$ cat src/rtl/prog_loader.sv
// Boot loader: parses a 16-bit big-endian length, streams payload bytes into progmem and releases cpu reset when done.
// Optional trailing XOR checksum byte enabled by defining PROG_LOADER_CHECKSUM_EN.
module prog_loader #(
  parameter int SIZE   = 256,
  parameter int ADDR_W = 8
) (
  input  logic              clk,
  input  logic              rst,
  input  logic              rx_valid,
  input  logic [7:0]        rx_data,
  output logic              rx_ready,
  output logic              write,
  output logic [ADDR_W-1:0] writeaddr,
  output logic [7:0]        writevalue,
  output logic              cpu_rst,
  output logic              done,
  output logic              error,
  output logic [15:0]       loaded
);

`ifdef PROG_LOADER_CHECKSUM_EN
  typedef enum logic [2:0] {LEN_HI, LEN_LO, DATA, RUN, ERROR, CHECK} state_t;
  localparam state_t AFTER_PAYLOAD = CHECK;
`else
  typedef enum logic [2:0] {LEN_HI, LEN_LO, DATA, RUN, ERROR} state_t;
  localparam state_t AFTER_PAYLOAD = RUN;
`endif

  localparam logic [16:0] SIZE_L = 17'(SIZE);

  state_t            state_q, state_d;
  logic [15:0]       len_q, len_d;
  logic [15:0]       loaded_q, loaded_d;
  logic              write_q, write_d;
  logic [ADDR_W-1:0] writeaddr_q, writeaddr_d;
  logic [7:0]        writevalue_q, writevalue_d;
  logic              cpu_rst_q, cpu_rst_d;
  logic              done_q, done_d;
  logic              error_q, error_d;
  logic              accept;
`ifdef PROG_LOADER_CHECKSUM_EN
  logic [7:0]        csum_q, csum_d;
`endif

  assign rx_ready = (state_q != RUN) && (state_q != ERROR);
  assign accept   = rx_valid && rx_ready;

  always_comb begin
    state_d      = state_q;
    len_d        = len_q;
    loaded_d     = loaded_q;
    write_d      = 1'b0;
    writeaddr_d  = writeaddr_q;
    writevalue_d = writevalue_q;
`ifdef PROG_LOADER_CHECKSUM_EN
    csum_d       = csum_q;
`endif
    // Status outputs lag the state by one cycle so the last write lands before the cpu wakes.
    cpu_rst_d    = (state_q != RUN);
    done_d       = (state_q == RUN);
    error_d      = (state_q == ERROR);
    if (accept) begin
      case (state_q)
        LEN_HI: begin
          len_d   = {rx_data, len_q[7:0]};
          state_d = LEN_LO;
        end
        LEN_LO: begin
          len_d = {len_q[15:8], rx_data};
          if ({1'b0, len_d} > SIZE_L)  state_d = ERROR;
          else if (len_d == 16'd0)     state_d = AFTER_PAYLOAD;
          else                         state_d = DATA;
        end
        DATA: begin
          write_d      = 1'b1;
          writeaddr_d  = loaded_q[ADDR_W-1:0];
          writevalue_d = rx_data;
          loaded_d     = loaded_q + 16'd1;
`ifdef PROG_LOADER_CHECKSUM_EN
          csum_d       = csum_q ^ rx_data;
`endif
          if (loaded_d == len_q) state_d = AFTER_PAYLOAD;
        end
`ifdef PROG_LOADER_CHECKSUM_EN
        CHECK: state_d = (rx_data == csum_q) ? RUN : ERROR;
`endif
        default: ;
      endcase
    end
  end

  always_ff @(posedge clk) begin
    if (rst) begin
      state_q      <= LEN_HI;
      len_q        <= 16'd0;
      loaded_q     <= 16'd0;
      write_q      <= 1'b0;
      writeaddr_q  <= '0;
      writevalue_q <= 8'd0;
      cpu_rst_q    <= 1'b1;
      done_q       <= 1'b0;
      error_q      <= 1'b0;
`ifdef PROG_LOADER_CHECKSUM_EN
      csum_q       <= 8'd0;
`endif
    end else begin
      state_q      <= state_d;
      len_q        <= len_d;
      loaded_q     <= loaded_d;
      write_q      <= write_d;
      writeaddr_q  <= writeaddr_d;
      writevalue_q <= writevalue_d;
      cpu_rst_q    <= cpu_rst_d;
      done_q       <= done_d;
      error_q      <= error_d;
`ifdef PROG_LOADER_CHECKSUM_EN
      csum_q       <= csum_d;
`endif
    end
  end

  assign write      = write_q;
  assign writeaddr  = writeaddr_q;
  assign writevalue = writevalue_q;
  assign cpu_rst    = cpu_rst_q;
  assign done       = done_q;
  assign error      = error_q;
  assign loaded     = loaded_q;

endmodule
$ cat config.mk
export PLATFORM = sky130hd
export DESIGN_NAME = prog_loader
export DESIGN_NICKNAME = d
export VERILOG_FILES = /design/src/rtl/prog_loader.sv
export SDC_FILE = /design/constraint.sdc
export NUM_CORES = 1
export LEC_CHECK = 0
export BUFFER_PORTS_ARGS = -buffer_cell sky130_fd_sc_hd__buf_2
export CORE_MARGIN = 1
export CORE_UTILIZATION = 55
export DETAILED_ROUTE_END_ITERATION = 7
export MAX_ROUTING_LAYER = met4
export PLACE_DENSITY = 0.79
export SYNTH_ARGS = -nofsm -noshare
export SYNTH_HDL_FRONTEND = slang
export SYNTH_SLANG_ARGS = --single-unit
$ cat constraint.sdc
create_clock -name clk -period 2.7 [get_ports clk]
set_input_delay 0.135 -clock clk [delete_from_list [all_inputs] [get_ports clk]]
set_output_delay 0.135 -clock clk [all_outputs]
set_load 0.005 [all_outputs]
==> results of run 1 <==
-- where the power goes --
part / total (mW) / switching [mW] / internal [mW]
Clock: 0.504 / 0.305 / 0.200
Combinational: 0.167 / 0.0993 / 0.0679
Sequential: 0.865 / 0.0280 / 0.837
-- final timing paths --
path                                      to                       from  cells past startpoint
setup / recovery     state_q[0]$_SDFFE_PP0P_     loaded[0]$_SDFFE_PP0P_                      7
hold / removal    writevalue[1]$_SDFFE_PP0P_                 rx_data[1]                      3
setup reg to reg     state_q[0]$_SDFFE_PP0P_     loaded[0]$_SDFFE_PP0P_                      7
hold reg to reg    writeaddr[4]$_SDFFE_PP0P_  writeaddr[4]$_SDFFE_PP0P_                      2
-- per-layer routing --
layer / vias up / track usage, % / part of all wire, %
met4: 0 / 7.26 / 1.1
met1: 1044 / 33.7 / 48
li1: 1194 / - / -
met3: 6 / 4.33 / 5.1
met5: - / - / 0
met2: 58 / 40.3 / 45
-- sequential cells by signal, summed over array words and instances (netlist names) --
name,cells
error,1
cpu_rst,1
loaded,16
len_q,16
state_q,3
writeaddr,8
done,1
write,1
writevalue,8
-- synth_stat cells (2+ instances only) --
cell type  count  area [sq um]
a21oi_1       40           200
o21ai_0        7          35.0
nor3_1         8          40.0
buf_2          4          20.0
buf_4          2          15.0
or3_1          7          43.8
nor2_1        23          86.3
and3_1         2          12.5
clkbuf_1      13          48.8
nand2_1       80           300
xor2_1        12           105
inv_1          7          26.3
nor4_1         7          43.8
xnor2_1       18           158
nand3_1        6          30.0
nand2b_1       2          12.5
dfxtp_1       55          1100
nand4_1        8          50.1
a211o_1        3          26.3
-- worst max-delay path: stages (launching register included) --
cell,delay (ns)
dfxtp_1,0.49
ha_1,0.32
and4_1,0.33
nor4b_4,0.37
a211o_1,0.19
nand4_1,0.08
or3_1,0.37
o31ai_2,0.17
-- cell type report --
type,count,area [sq um],share of cell area (%)
inverter,7,26.3,0.891
timing repair buffer,54,288,9.76
clock buffer,5,68.8,2.33
clock inverter,3,31.3,1.06
sequential,55,1100,37.3
tap,52,65.1,2.21
multi-input combinational,245,1370,46.4
-- kinds of logic after synthesis --
group | synth area share, %
flip-flops | 42.7
buffers and inverters | 4.27
AO/OA/AOI/OAI | 13.9
XOR/XNOR | 10.2
AND/OR/NAND/NOR | 28.1
multiplexers | 0.388
adder cells (fa/ha/maj) | 0.485
-- metrics by stage --
stage | area (sq um) | power (mW) | std cells | worst slack (ns) | util (%)
after floorplan | 2580 | 0.998 | 326 | 0.514 | -
after global placement | 2850 | 1.05 | 413 | 0.376 | 64.1
after detailed placement | 2850 | 1.05 | 413 | 0.316 | 64.1
after CTS | 2950 | 1.55 | 421 | 0.295 | 66.4
after global routing | 2950 | 1.60 | 421 | 0.0691 | 66.4
final | 2950 | 1.54 | 421 | 0.289 | 66.4
==> results.sh, run 1 <==
export IMPL_synth_seq_cells=55
export IMPL_synthesis_area_sq_mm=0.00258
export IMPL_grt_max_degree=54
export IMPL_ys_flop_type="dfxtp_1"
export IMPL_netlist_instances=326
export IMPL_wl_per_cell_microns=13.5
export IMPL_overflow=0
export IMPL_antenna_cells=0
export IMPL_cp_start_kind="flip-flop"
export IMPL_worstSkewPairLatency_ns=0.33
export IMPL_syn_area_per_cell_sq_um=7.91
export IMPL_worst_pin_slew_ns=0.842
export IMPL_io_buffers=47
export IMPL_rsz0062_at_grt="false"
export IMPL_chipHeight_microns=70.5
export IMPL_clock_sinks=55
export IMPL_final_max_slew_violation_count=0
export IMPL_violations="DRC"
export IMPL_yosysWarnings=0
export IMPL_via_per_inst=5.47
export IMPL_core_area_sq_mm=0.00444
export IMPL_skew_ns=0.00841
export IMPL_syn_nets=338
export IMPL_setup_viol=0
export IMPL_hp_class="primary input to flip-flop"
export IMPL_cts_hold_buf=0
export IMPL_fp_row_count=24
export IMPL_layout_common_cells="80 x nand2_1, 55 x dfxtp_1, 47 x buf_2"
export IMPL_grt_pass1_vias=2107
export IMPL_root_buffer="clkbuf_8"
export IMPL_cap_violations=0
export IMPL_syn2layout_area_growth_pct=14.3
export IMPL_yosysSeqAreaShare_pct=42.7
export IMPL_r2r_slack_ns=0.29
export IMPL_cts_setup_buffers=0
export IMPL_cts_path_max_buffers=2
export IMPL_drt_iter0_drc=146
export IMPL_cp_arrival_ns=2.66
export IMPL_antenna_left=0
export IMPL_n_fill_cell=389
export IMPL_antenna_found_initial=0
export IMPL_vias=2302
export IMPL_cts_resized=0
export IMPL_synth_cell_types=41
export IMPL_layout_drive_gt1_share_pct=18.2
export IMPL_hpwl_microns=4080
export IMPL_start_util_pct=58.1
export IMPL_cts_buffers=5
export IMPL_globalplace_congestion=0.899
export IMPL_die_area_sq_mm=0.00497
export IMPL_finalHoldViolations=0
export IMPL_hold_ws_ns=0.0744
export IMPL_synth_edf_count=0
export IMPL_htreeDepth=2
export IMPL_grt_pass1_wl_microns=9760
export IMPL_die_x_microns=70.5
export IMPL_io_pins=48
export IMPL_final_common_cell="nand2_1"
export IMPL_worstSetupEndpointType="flip-flop"
export IMPL_worst_setup_path_type="flip-flop to flip-flop"
export IMPL_required_ns=2.94
export IMPL_max_slew_margin_pct=43.4
export IMPL_clkSlewWorstSetupHoldPaths_ns=0.11
export IMPL_total_leakage_power_nw=1.19
export IMPL_status="finished, violations left"
export IMPL_finalCritPeriodShare_pct=89.3
export IMPL_route_detailed_drc=6
export IMPL_firstDrtPassIters=6
export IMPL_power_density_mw_per_mm2=521
export IMPL_fin_tns_setup_ns=0
export IMPL_max_freq_mhz=415
export IMPL_period_needed_ns=2.41
export IMPL_path_max_fanout=7
export IMPL_grt_usage_pct=25.5
export IMPL_nets=380
export IMPL_ys_async_sr_fraction_pct=0
export IMPL_postRouteWirelength_microns=5670
export IMPL_cts_tree="done"
export IMPL_ir_drop_mv=0.405
Note: power is estimated with default switching activity, not from simulation.
==> run 2, diff against run 1 <==
Settings changed: BUFFER_PORTS_ARGS -buffer_cell sky130_fd_sc_hd__buf_2 to default, CORE_UTILIZATION 55 to 59, DONT_BUFFER_PORTS from default to 1, PLACE_DENSITY 0.79 to default, PLACE_DENSITY_LB_ADDON from default to 0.1.
==> run 2 against run 1 <==
The flow now finishes without violations. Via count down 6.5%. Final cell count down 9.3%. Cell area down 4.5%. Sequential power about the same. Global-route usage up 2.4 points. Hold slack better by 0.033 ns. Clock power down 6.9%. Routed wire length up 3.2%. Largest cell class unchanged. Largest power group unchanged. Highest routed layer unchanged.
==> results.sh, run 2 (synthesized netlist as in run 1, its figures left out) <==
export IMPL_cp_start_kind="flip-flop"
export IMPL_final_common_cell="nand2_1"
export IMPL_slowest_stage="dfxtp_1"
export IMPL_grt_max_degree=54
export IMPL_intPower_mw=1.10
export IMPL_fin_tns_setup_ns=0
export IMPL_antenna_cells=0
export IMPL_overflow=0
export IMPL_ir_drop_mv=0.433
export IMPL_via_per_inst=5.63
export IMPL_p_sw_share_pct=26.9
export IMPL_rsz0062_at_grt="false"
export IMPL_placed_cells=364
export IMPL_instances_no_fill=382
export IMPL_startpoint="loaded[1]$_SDFFE_PP0P_"
export IMPL_hpwl_microns=4000
export IMPL_worst_slack_ns=0.261
export IMPL_htreeDepth=2
export IMPL_final_max_slew_violation_count=0
export IMPL_worst_pin_slew_ns=0.868
export IMPL_globalplace_congestion=0.862
export IMPL_cpPeakStageDelay_ns=0.46
export IMPL_cts_path_max_buffers=2
export IMPL_period_needed_ns=2.44
export IMPL_worstSetupEndpointType="flip-flop"
export IMPL_cp_arrival_ns=2.66
export IMPL_r2r_start="loaded[1]$_SDFFE_PP0P_"
export IMPL_core_area_sq_mm=0.00409
export IMPL_vias=2152
export IMPL_p_switching_uw=403
export IMPL_worst_setup_path_type="flip-flop to flip-flop"
export IMPL_die_x_microns=68.1
export IMPL_cts_buffers=5
export IMPL_layout_common_cells="80 x nand2_1, 55 x dfxtp_1, 40 x a21oi_1"
export IMPL_route_detailed_drc=0
export IMPL_nets=343
export IMPL_postRouteWirelength_microns=5850
export IMPL_io_pins=48
export IMPL_layout_drive_gt1_share_pct=6.33
export IMPL_total_leakage_power_nw=0.995
export IMPL_root_buffer="clkbuf_8"
export IMPL_cap_violations=0
export IMPL_finalHoldViolations=0
export IMPL_clkSlewWorstSetupHoldPaths_ns=0.11
export IMPL_io_buffers=0
export IMPL_firstDrtPassIters=4
export IMPL_p_seq_share_pct=57.7
export IMPL_cts_setup_buffers=0
export IMPL_placed_cell_area_sq_mm=0.00261
export IMPL_grt_pass1_vias=1875
export IMPL_grt_pass1_wl_microns=9190
export IMPL_finalCritPeriodShare_pct=90.3
export IMPL_final_area_sq_mm=0.00282
export IMPL_status="finished, final reports clean"
export IMPL_hp_class="primary input to flip-flop"
export IMPL_pre_cts_ws_ns=0.325
export IMPL_wl_per_cell_microns=15.3
export IMPL_antenna_left=0
export IMPL_min_from="rx_valid"
export IMPL_chipHeight_microns=68.1
export IMPL_setup_viol=0
export IMPL_power_density_mw_per_mm2=533
export IMPL_grt_usage_pct=27.9
export IMPL_path_max_fanout=7
export IMPL_start_util_pct=63.1
export IMPL_max_freq_mhz=410
export IMPL_required_ns=2.93
export IMPL_syn2layout_area_growth_pct=9.17
export IMPL_critPathTopFamily="simple AND/OR/NAND/NOR gates"
export IMPL_antenna_found_initial=0
export IMPL_max_slew_margin_pct=41.7
export IMPL_fp_row_count=23
export IMPL_die_area_sq_mm=0.00464
export IMPL_drt_iter0_drc=145
export IMPL_skew_ns=0.0114
export IMPL_critPathBufInv=0
export IMPL_worstPathCellList="ha_1 > and4_1 > nor4b_4 > a211o_1 > nand4_1 > or3_1 > o31ai_2"
export IMPL_clkPwrFrac_pct=31.3
export IMPL_clock_sinks=55
export IMPL_power_frac_comb_pct=11.0
export IMPL_worstSkewPairLatency_ns=0.31
export IMPL_cts_tree="done"
run 2: cell count changes in the layout (fill, tap and decap cells not counted):
cell           before  now
dlygate4sd3_1       0    9
clkinv_4            0    1
inv_6               1    2
buf_12              0    1
buf_2              47    0
inv_8               2    0
run 2: power groups by stage:
| stage | clock, mW | combinational [mW] | sequential [mW] |
|---|---|---|---|
| 6_report | 0.469 | 0.166 | 0.866 |
| 5_1_grt | 0.509 | 0.186 | 0.871 |
| 4_1_cts | 0.485 | 0.164 | 0.866 |
| 3_5_place_dp | 0 | 0.135 | 0.884 |
| 3_3_place_gp | 0 | 0.133 | 0.883 |
| 2_1_floorplan | 0 | 0.122 | 0.876 |
run 2: final cells by class:
class                   count  area [sq um]
repair buffers             17           163
flip-flops and latches     55          1100
multi-input cells         245          1370
clock inverters             3          26.3
inverters                   7          26.3
clock buffers               5          68.8
well taps                  50          62.6
fillers                   367          1270
run 2: metal layers:
metal	part of all wire, %	up-vias	GRT usage (%)
li1	-	1122	-
met1	46	957	36.7
met2	47	64	42.5
met3	5.6	9	6.00
met4	1.5	0	8.85
met5	0	-	-
run 2: worst paths after layout:
| kind | endpoint | slack, ns | cells past startpoint |
|---|---|---|---|
| worst max-delay path | state_q[0]$_SDFFE_PP0P_ | 0.26 | 7 |
| worst min-delay path | state_q[1]$_SDFFE_PP0P_ | 0.11 | 4 |
| worst min register to register | len_q[3]$_SDFFE_PP0P_ | 0.47 | 2 |
| worst max register to register | state_q[0]$_SDFFE_PP0P_ | 0.26 | 7 |
run 2: stage by stage:
stage                     hold slack, ns  total power [mW]  utilization, %
final                              0.107              1.50            68.9
after global routing               0.125              1.57            68.9
after CTS                         0.0936              1.51            68.9
after detailed placement           0.211              1.02            63.9
after global placement             0.208              1.02            63.9
after floorplan                    0.271             0.998               -
run 2: repair_timing:
action	4_1_cts	5_1_grt
gates resized for setup	0	0
hold buffers	10	0
endpoints found under the hold margin	54	0
run 2: worst register-to-register path, delay by kind of cell, from the launching register on:
kind	cells	cell delay, ns
AND/OR/NAND/NOR	4	1.20
AO/OA/AOI/OAI	2	0.36
flip-flops	1	0.46
adder cells (fa/ha/maj)	1	0.34
==> run 3, diff against run 2 <==
Settings changed: PLACE_DENSITY from default to 0.82, PLACE_DENSITY_LB_ADDON 0.1 to default.
==> run 3 against run 2 <==
Worst setup slack better by 0.011 ns. Final cell count stayed put. Global-route usage hardly changed. Non-clock buffer count stayed put. Maximum frequency is 0.45% higher. Cell area hardly changed. Sequential cell count stayed put. Count of clock-buffer cells in the layout stayed put. Sequential power hardly changed. Via count is 4.7% higher. Critical path type unchanged. Largest power group unchanged.
==> results.sh, run 3 (synthesized netlist as in run 1, its figures left out) <==
export IMPL_period_needed_ns=2.43
export IMPL_route_detailed_drc=0
export IMPL_regArea_sq_mm=0.00110
export IMPL_clkSlewWorstSetupHoldPaths_ns=0.10
export IMPL_antenna_found_initial=0
export IMPL_worstPathCellList="ha_1 > and4_1 > nor4b_4 > a211o_1 > nand4_1 > or3_1 > o31ai_2"
export IMPL_start_util_pct=63.1
export IMPL_wl_per_cell_microns=15.5
export IMPL_antenna_cells=0
export IMPL_final_common_cell="nand2_1"
export IMPL_die_area_sq_mm=0.00464
export IMPL_worstSkewPairLatency_ns=0.32
export IMPL_cts_path_max_buffers=2
export IMPL_io_buffers=0
export IMPL_required_ns=2.93
export IMPL_final_area_sq_mm=0.00282
export IMPL_cap_violations=0
export IMPL_worst_slack_ns=0.272
export IMPL_max_freq_mhz=412
export IMPL_max_slew_margin_pct=34.4
export IMPL_io_pins=48
export IMPL_firstDrtPassIters=4
export IMPL_chipHeight_microns=68.1
export IMPL_power_density_mw_per_mm2=539
export IMPL_fp_row_count=23
export IMPL_finalHoldViolations=0
export IMPL_grt_usage_pct=28.0
export IMPL_worst_setup_path_type="flip-flop to flip-flop"
export IMPL_globalplace_congestion=0.922
export IMPL_total_leakage_power_nw=0.997
export IMPL_pre_cts_ws_ns=0.322
export IMPL_multi_input_area_sq_mm=0.00137
export IMPL_nets=343
export IMPL_layout_drive_gt1_share_pct=6.33
export IMPL_htreeDepth=2
export IMPL_via_per_inst=5.90
export IMPL_ir_drop_mv=0.390
export IMPL_postRouteWirelength_microns=5920
export IMPL_rsz0062_at_grt="false"
export IMPL_cp_arrival_ns=2.66
export IMPL_grt_max_degree=54
export IMPL_syn2layout_area_growth_pct=9.26
export IMPL_status="finished, final reports clean"
export IMPL_grt_pass1_vias=1989
export IMPL_cpPeakStageDelay_ns=0.46
export IMPL_vias=2253
export IMPL_final_max_slew_violation_count=0
export IMPL_cts_buffers=5
export IMPL_cp_start_kind="flip-flop"
export IMPL_clock_sinks=55
export IMPL_path_max_fanout=7
export IMPL_finalCritPeriodShare_pct=89.9
export IMPL_antenna_left=0
export IMPL_rr_worst_depth=7
export IMPL_drt_iter0_drc=156
export IMPL_slowest_stage="dfxtp_1"
export IMPL_die_x_microns=68.1
export IMPL_n_fill_cell=335
export IMPL_overflow=0
export IMPL_core_area_sq_mm=0.00409
export IMPL_worst_pin_slew_ns=0.976
export IMPL_setup_viol=0
export IMPL_hp_class="primary input to flip-flop"
export IMPL_cts_resized=0
export IMPL_worstSetupEndpointType="flip-flop"
export IMPL_fin_tns_setup_ns=0
export IMPL_grt_pass1_wl_microns=9270
export IMPL_cts_tree="done"
export IMPL_min_path_cells=4
export IMPL_skew_ns=0.0131
export IMPL_hpwl_microns=4010
export IMPL_root_buffer="clkbuf_8"
export IMPL_layout_common_cells="80 x nand2_1, 55 x dfxtp_1, 40 x a21oi_1"
export IMPL_placed_cell_area_sq_mm=0.00261
[run 3: cell count changes in the layout (fill, tap and decap cells not counted), sizes merged]
| cell | delta |
|---|---|
| inv | +1 |
| clkinv | -1 |
[run 3: critical path, delay by kind of cell, from the launching register on]
kind	cells	cell delay, ns
AOI/OAI and AO/OA	2	0.37
adders and majority gates	1	0.33
and+or+nand+nor	4	1.19
DFF	1	0.46
[run 3: power by group]
group / internal (mW) / switching, mW / total [mW] / leakage (nW)
sequential: 0.837 / 0.0296 / 0.866 / 0.445
combinational: 0.0705 / 0.0969 / 0.167 / 0.500
clock: 0.196 / 0.290 / 0.486 / 0.0511
[run 3: area by class of cell]
| class | instances | share of cell area [%] |
|---|---|---|
| Multi-Input combinational cell | 245 | 48.6 |
| Timing Repair Buffer | 17 | 5.77 |
| Inverter | 7 | 0.932 |
| Clock buffer | 5 | 2.44 |
| Clock inverter | 3 | 1.02 |
| Tap cell | 50 | 2.22 |
| Sequential cell | 55 | 39.1 |
[run 3: worst paths after layout]
path / slack, ns / from / end
worst min register to register: 0.48 / len_q[4]$_SDFFE_PP0P_ / len_q[4]$_SDFFE_PP0P_
worst min-delay path: 0.1 / rx_valid / state_q[1]$_SDFFE_PP0P_
worst max register to register: 0.27 / loaded[1]$_SDFFE_PP0P_ / state_q[0]$_SDFFE_PP0P_
worst max-delay path: 0.27 / loaded[1]$_SDFFE_PP0P_ / state_q[0]$_SDFFE_PP0P_
[run 3: repair_timing]
item,4_1_cts,5_1_grt
buffers inserted,0,0
hold buffers,10,0
hold endpoints to repair,54,0
[run 3: per-layer routing]
| layer | track usage [%] | part of all wire, % | wire, microns | vias up |
|---|---|---|---|---|
| li1 | - | - | - | 1117 |
| met1 | 34.7 | 43 | 2560 | 1041 |
| met2 | 43.4 | 47 | 2800 | 83 |
| met3 | 7.67 | 7.2 | 429 | 12 |
| met4 | 9.90 | 2.1 | 123 | 0 |
| met5 | - | 0 | 0 | - |
[run 3: metrics by stage]
| stage | utilization [%] | total power, mW | hold WS (ns) | instances |
|---|---|---|---|---|
| after floorplan | - | 0.998 | 0.271 | 326 |
| after global placement | 63.9 | 1.01 | 0.209 | 364 |
| after detailed placement | 63.9 | 1.02 | 0.211 | 364 |
| after CTS | 69.0 | 1.52 | 0.0924 | 382 |
| after global routing | 69.0 | 1.58 | 0.0998 | 382 |
| final | 69.0 | 1.52 | 0.0970 | 382 |
